`src/rtl/vpu_pkg.sv`:
```
// Shared VPU types and constants.
// Used by the op issuer and its decoder-side consumers.
package vpu_pkg;

  localparam int unsigned TIMEOUT_CYCLES_DEF = 64;
  localparam int unsigned RESP_TAG_W = 4;
  localparam int unsigned RESP_LAT_W = 8;

  typedef enum logic [1:0] {
    S_IDLE  = 2'd0,
    S_ISSUE = 2'd1,
    S_WAIT  = 2'd2,
    S_RESP  = 2'd3
  } issuer_state_e;

  typedef struct packed {
    logic [RESP_TAG_W-1:0] tag;
    logic                  err;
    logic [RESP_LAT_W-1:0] lat;
  } vpu_resp_t;

endpackage

```
`src/rtl/vpu_sat_cntr.sv`:
```
// Saturating up-counter with synchronous clear and enable.
// reached_o flags that the count equals TARGET.
module vpu_sat_cntr #(
  parameter int unsigned W      = 8,
  parameter int unsigned TARGET = 255
) (
  input  logic         clk,
  input  logic         rst_n,
  input  logic         clr_i,
  input  logic         en_i,
  output logic [W-1:0] cnt_o,
  output logic         reached_o
);

  localparam logic [W-1:0] MAX = '1;
  localparam logic [W-1:0] TGT = W'(TARGET);

  logic [W-1:0] cnt_q, cnt_d;

  // Clear wins over enable; hold at all-ones.
  always_comb begin
    cnt_d = cnt_q;
    if (clr_i) begin
      cnt_d = '0;
    end else if (en_i && (cnt_q != MAX)) begin
      cnt_d = cnt_q + 1'b1;
    end
  end

  // Count register.
  always_ff @(posedge clk) begin
    if (!rst_n) begin
      cnt_q <= '0;
    end else begin
      cnt_q <= cnt_d;
    end
  end

  assign cnt_o     = cnt_q;
  assign reached_o = (cnt_q == TGT);

endmodule

```
`src/rtl/vpu_op_issuer.sv`:
```
// Start/done initiator for one VPU execution counter.
// One op in flight; tagged response with latency and timeout.
module vpu_op_issuer
  import vpu_pkg::*;
#(
  parameter int unsigned TAG_W          = 4,
  parameter int unsigned TIMEOUT_CYCLES = TIMEOUT_CYCLES_DEF,
  parameter int unsigned LAT_W          = 8
) (
  input  logic             clk,
  input  logic             rst_n,
  input  logic             req_valid_i,
  output logic             req_ready_o,
  input  logic [TAG_W-1:0] req_tag_i,
  output logic             start_o,
  input  logic             done_i,
  output logic             resp_valid_o,
  input  logic             resp_ready_i,
  output logic [TAG_W-1:0] resp_tag_o,
  output logic             resp_err_o,
  output logic [LAT_W-1:0] resp_lat_o,
  output logic             spurious_o
);

  localparam int unsigned TMO_W   = $clog2(TIMEOUT_CYCLES + 1);
  localparam int unsigned LAT_MAX = (32'd1 << LAT_W) - 32'd1;

  issuer_state_e    state_q, state_d;
  logic [TAG_W-1:0] tag_q, tag_d;
  logic             err_q, err_d;
  logic [LAT_W-1:0] lat_q, lat_d;
  logic             spur_q, spur_d;

  logic             cnt_clr;
  logic             cnt_en;
  logic             lat_full;
  logic             tmo_hit;
  logic [LAT_W-1:0] lat_cnt;
  logic [TMO_W-1:0] tmo_cnt_unused;

  // Both counters run from the start_o cycle onwards,
  // so in wait cycle k after start they both read k.
  assign cnt_en = (state_q == S_ISSUE) || (state_q == S_WAIT);

  vpu_sat_cntr #(
    .W      (LAT_W),
    .TARGET (LAT_MAX)
  ) u_lat_cntr (
    .clk       (clk),
    .rst_n     (rst_n),
    .clr_i     (cnt_clr),
    .en_i      (cnt_en & ~lat_full),
    .cnt_o     (lat_cnt),
    .reached_o (lat_full)
  );

  vpu_sat_cntr #(
    .W      (TMO_W),
    .TARGET (TIMEOUT_CYCLES)
  ) u_tmo_cntr (
    .clk       (clk),
    .rst_n     (rst_n),
    .clr_i     (cnt_clr),
    .en_i      (cnt_en),
    .cnt_o     (tmo_cnt_unused),
    .reached_o (tmo_hit)
  );

  // Next state, response capture and handshake outputs.
  always_comb begin
    state_d      = state_q;
    tag_d        = tag_q;
    err_d        = err_q;
    lat_d        = lat_q;
    spur_d       = spur_q;
    cnt_clr      = 1'b0;
    req_ready_o  = 1'b0;
    start_o      = 1'b0;
    resp_valid_o = 1'b0;
    unique case (state_q)
      S_IDLE: begin
        req_ready_o = 1'b1;
        if (done_i) begin
          spur_d = 1'b1;
        end
        if (req_valid_i) begin
          tag_d   = req_tag_i;
          cnt_clr = 1'b1;
          state_d = S_ISSUE;
        end
      end
      S_ISSUE: begin
        start_o = 1'b1;
        if (done_i) begin
          err_d   = 1'b0;
          lat_d   = '0;
          state_d = S_RESP;
        end else begin
          state_d = S_WAIT;
        end
      end
      S_WAIT: begin
        if (done_i) begin
          err_d   = 1'b0;
          lat_d   = lat_cnt;
          state_d = S_RESP;
        end else if (tmo_hit) begin
          err_d   = 1'b1;
          lat_d   = lat_cnt;
          state_d = S_RESP;
        end
      end
      S_RESP: begin
        resp_valid_o = 1'b1;
        if (done_i) begin
          spur_d = 1'b1;
        end
        if (resp_ready_i) begin
          state_d = S_IDLE;
        end
      end
      default: begin
        state_d = S_IDLE;
      end
    endcase
  end

  // State and response registers.
  always_ff @(posedge clk) begin
    if (!rst_n) begin
      state_q <= S_IDLE;
      tag_q   <= '0;
      err_q   <= 1'b0;
      lat_q   <= '0;
      spur_q  <= 1'b0;
    end else begin
      state_q <= state_d;
      tag_q   <= tag_d;
      err_q   <= err_d;
      lat_q   <= lat_d;
      spur_q  <= spur_d;
    end
  end

  assign resp_tag_o = tag_q;
  assign resp_err_o = err_q;
  assign resp_lat_o = lat_q;
  assign spurious_o = spur_q;

endmodule

```
`config.mk`:
```
export PLATFORM = sky130hd
export DESIGN_NAME = vpu_op_issuer
export DESIGN_NICKNAME = d
export VERILOG_FILES = /design/src/rtl/vpu_pkg.sv /design/src/rtl/vpu_sat_cntr.sv /design/src/rtl/vpu_op_issuer.sv
export SDC_FILE = /design/constraint.sdc
export NUM_CORES = 1
export LEC_CHECK = 0
export ABC_AREA = 1
export CAP_MARGIN = 10
export CORE_ASPECT_RATIO = 2
export CORE_MARGIN = 3
export CORE_UTILIZATION = 37
export CTS_BUF_LIST = sky130_fd_sc_hd__clkbuf_4
export DETAILED_ROUTE_END_ITERATION = 16
export SLEW_MARGIN = 15
export SYNTH_ARGS = -nofsm -noshare
export SYNTH_HDL_FRONTEND = slang
export SYNTH_SLANG_ARGS = --single-unit
```
`constraint.sdc`:
```
create_clock -name clk -period 3.6 [get_ports clk]
set_clock_uncertainty 0.2 [all_clocks]
set_input_delay 0.54 -clock clk [delete_from_list [all_inputs] [get_ports clk]]
set_output_delay 0.54 -clock clk [all_outputs]
set_load 0.02 [all_outputs]
```
==> flow_summary.rst <==
.. list-table::
   :header-rows: 1

   * - Metric
     - Value
   * - Starting density of the core
     - between 30% and 40%
   * - Number of placed instances, taps included
     - a little over 300
   * - Synthesized instance count
     - 238
   * - Pin count of the biggest net entering global routing
     - 21
   * - Share of cells above drive strength 1
     - 9.51%
   * - Vias per Instance
     - 4.78
   * - Worst path slowest cell
     - sky130_fd_sc_hd__clkdlybuf4s50_1
   * - Register area share after synthesis
     - a little under two fifths
   * - Total number of vias
     - 1506
   * - Row Count
     - 33
   * - # nets final
     - 280
   * - Most used standard cells in the synthesized netlist
     - sky130_fd_sc_hd__nand2_1 (67), sky130_fd_sc_hd__nor2_1 (33), sky130_fd_sc_hd__dfxtp_1 (31), sky130_fd_sc_hd__a21oi_1 (19), sky130_fd_sc_hd__inv_1 (19)
   * - Cell Area, Synth
     - 1660 sq um
   * - Die area
     - 5380 sq um
   * - # port buffers
     - 25
   * - Unrepaired setup endpoints after global routing
     - false
   * - Worst-path fanout max
     - 5
   * - Worst-skew pair later-pin latency
     - 0.32 ns
   * - Combined area of the multi-input logic cells
     - 897 sq um
   * - Clock tree from TritonCTS
     - yes
   * - # setup viols final
     - 0
   * - Result of the run
     - completed
   * - Power per unit of standard cell area
     - 776 nW/um^2
   * - Actual slew at the worst max-slew pin
     - 0.592 ns
   * - Number of enable-type register cells in the synthesized netlist
     - 0
   * - Critical path start-end classification
     - reg2out
   * - Quantity of hold-fixing buffers added after cts
     - 0
   * - Area added between synthesis and finish
     - 18.6%
   * - Worst-case hold slack
     - between 0.2 and 0.3 ns
   * - Clock buffer count from CTS
     - 5
   * - Library cell with the largest summed area after synthesis
     - sky130_fd_sc_hd__dfxtp_1
   * - Vert. Die Dim
     - 101 um
   * - Hold Path Cell Cnt
     - 2
   * - Yosys reg bits
     - 31
   * - Cell Area, Placed
     - 1920 sq um
   * - Cells along the critical path
     - inv_1 > ha_1 > clkdlybuf4s50_1
   * - Number of max-cap violations
     - 0
   * - CTS max path bufs
     - 2
   * - Global-route wire length before repair
     - around 6300 um
   * - Clock slew seen by the registers of the worst setup and hold paths
     - 0.09 ns
   * - Crit path time final
     - 2.48 ns
   * - Critical path launch point type
     - register
   * - Pre-antenna DRT Iters
     - 4
   * - Global routing usage summed across all routing layers
     - ~16%
   * - Post-route design area
     - 1970 sq um
   * - Fillers
     - 472
   * - Count of cells resized by post-cts repair
     - 0
   * - Most used flip-flop cell after synthesis
     - sky130_fd_sc_hd__dfxtp_1
   * - Simple-gate portion of the synthesized area
     - 33.1%
   * - Setup TNS Final
     - 0 ns
   * - Final Max Tran Viols
     - 0
   * - Total global routing overflow
     - 0
   * - Post-route ant nets
     - 0
   * - Peak ir drop on the vdd network
     - 0.000450 V
   * - Xor and xnor fraction of the mapped netlist area
     - 3.17%
   * - Maximum clock frequency
     - between 400 and 500 MHz
   * - Number of inserted diodes
     - 0
   * - Initial antenna violation count
     - 0
   * - Yosys Warn Count
     - 0
   * - Largest incremental delay on the critical path
     - 0.66 ns
   * - DRC violation count after routing
     - 0
   * - Footprint of the flip-flops and latches
     - between 600 and 700 sq um
   * - Largest family of logic cells by synthesized area
     - simple AND/OR/NAND/NOR gates
   * - Final estimated routing congestion in global placement
     - 0.734
   * - Clock Sinks
     - 31
   * - Net Count, Synth
     - roughly 260
   * - Placed wire-length estimate
     - about 3000 um
   * - Initial detailed-routing violation count
     - 31
   * - Overall routed net length
     - 3710 um
   * - Leakage dissipation
     - 0.000756 uW
   * - Vias in the first global route
     - 1454
   * - Max_slew headroom
     - about three fifths
   * - Synth area leaders
     - sky130_fd_sc_hd__dfxtp_1 (37%), sky130_fd_sc_hd__nand2_1 (15%), sky130_fd_sc_hd__nor2_1 (7.5%)
   * - Share of flip-flops with an asynchronous set or reset
     - 0%
   * - Post-synthesis mux area share
     - 0%
   * - Core Footprint
     - approximately 4200 sq um
   * - Required time worst endpoint
     - between 2 and 3 ns
   * - Compound-gate portion of the synthesized area
     - 11.8%
   * - Worst reg-to-reg path cell count
     - 8
   * - Count of pins on the block boundary
     - 26
   * - Die width
     - 53.4 um
   * - Cell at the root of the clock tree
     - sky130_fd_sc_hd__clkbuf_4
   * - Post-synthesis adder-cell area fraction
     - under 10%
   * - Average routed wire per standard cell
     - 11.8 um
   * - Crit path capture type
     - primary output
   * - Final number of hold-violating endpoints
     - 0
   * - Average cell area after synthesis
     - 6.98 sq um
   * - Synth top area share
     - 37.4%
   * - Post-CTS setup buffer count
     - 0
   * - Hold Crit Class
     - reg2reg
   * - Part of the cycle the worst path needs
     - 68.8%
   * - Library cell with the highest instance count after synthesis
     - sky130_fd_sc_hd__nand2_1
   * - Maximum level of the CTS H-tree
     - 2
   * - Worst endpoint data arrival time
     - roughly 1.7 ns
   * - Distinct cell type count after synthesis
     - 24
   * - Non-filler cells, final
     - 315
==> per-layer routing <==
layer,GRT usage [%],up-vias,share of wire [%]
li1,-,799,-
met1,14.9,670,36
met2,30.8,29,59
met3,2.81,8,2.6
met4,8.07,0,2.9
met5,0,-,0
==> path summary, 6_finish.rpt <==
kind,start,end,slack [ns]
worst min register to register,resp_lat_o[5]$_SDFFE_PN0P_,resp_lat_o[5]$_SDFFE_PN0P_,0.29
worst max register to register,state_q[0]$_SDFFE_PN0P_,state_q[1]$_SDFFE_PN0P_,1.52
worst min-delay path,resp_lat_o[5]$_SDFFE_PN0P_,resp_lat_o[5]$_SDFFE_PN0P_,0.29
worst max-delay path,state_q[1]$_SDFFE_PN0P_,start_o,1.12
==> critical path, delay by kind of cell, from the launching register on <==
family	cells	cell delay, ns
buffers and inverters	2	0.77
adder cells (fa/ha/maj)	1	0.30
flip-flops	1	0.36
==> flip-flops by register name, summed over array words and instances, names as in the netlist <==
signal            flops
u_tmo_cntr.cnt_o      7
resp_tag_o            4
resp_lat_o            8
spurious_o            1
resp_err_o            1
u_lat_cntr.cnt_o      8
state_q               2
==> cell families (layout without fill, tap and decap cells) <==
logic type / after synthesis / in the layout
adder cells (fa/ha/maj): 8 / 8
AND/OR/NAND/NOR: 129 / 129
buffers and inverters: 31 / 56
XOR/XNOR: 6 / 6
AO/OA/AOI/OAI: 33 / 33
flip-flops: 31 / 31
==> power by group <==
part	internal [uW]	switching (uW)
combinational	324	506
sequential	442	78.5
clock	69.1	110
==> stage by stage <==
stage	util, %	setup WS (ns)	power, uW
3_5_place_dp	45.7	1.30	1370
5_1_grt	46.8	1.00	1680
4_1_cts	46.8	1.11	1550
6_report	46.8	1.12	1530
3_3_place_gp	45.7	1.34	1370
2_1_floorplan	-	1.89	1110
==> area by class of cell <==
type                            count  area share (%)
Multi-Input combinational cell    176            45.6
Sequential cell                    31            31.5
Timing Repair Buffer               25            12.7
Inverter                           24            4.57
Tap cell                           52            3.30
Clock buffer                        5            1.91
Clock inverter                      2           0.445
==> layout by cell type (no fill, tap or decap), drive strengths merged <==
cell           instances
clkdlybuf4s50         25
a21oi                 24
xnor2                  1
ha                     8
dfxtp                 31
o21ai                  9
nor3                   1
nor2                  36
clkbuf                 5
inv                   24
nand3b                 1
nand2                 71
xor2                   5
nand3                 18
nand4                  2
clkinv                 2
(Power assumes the default switching activity.)
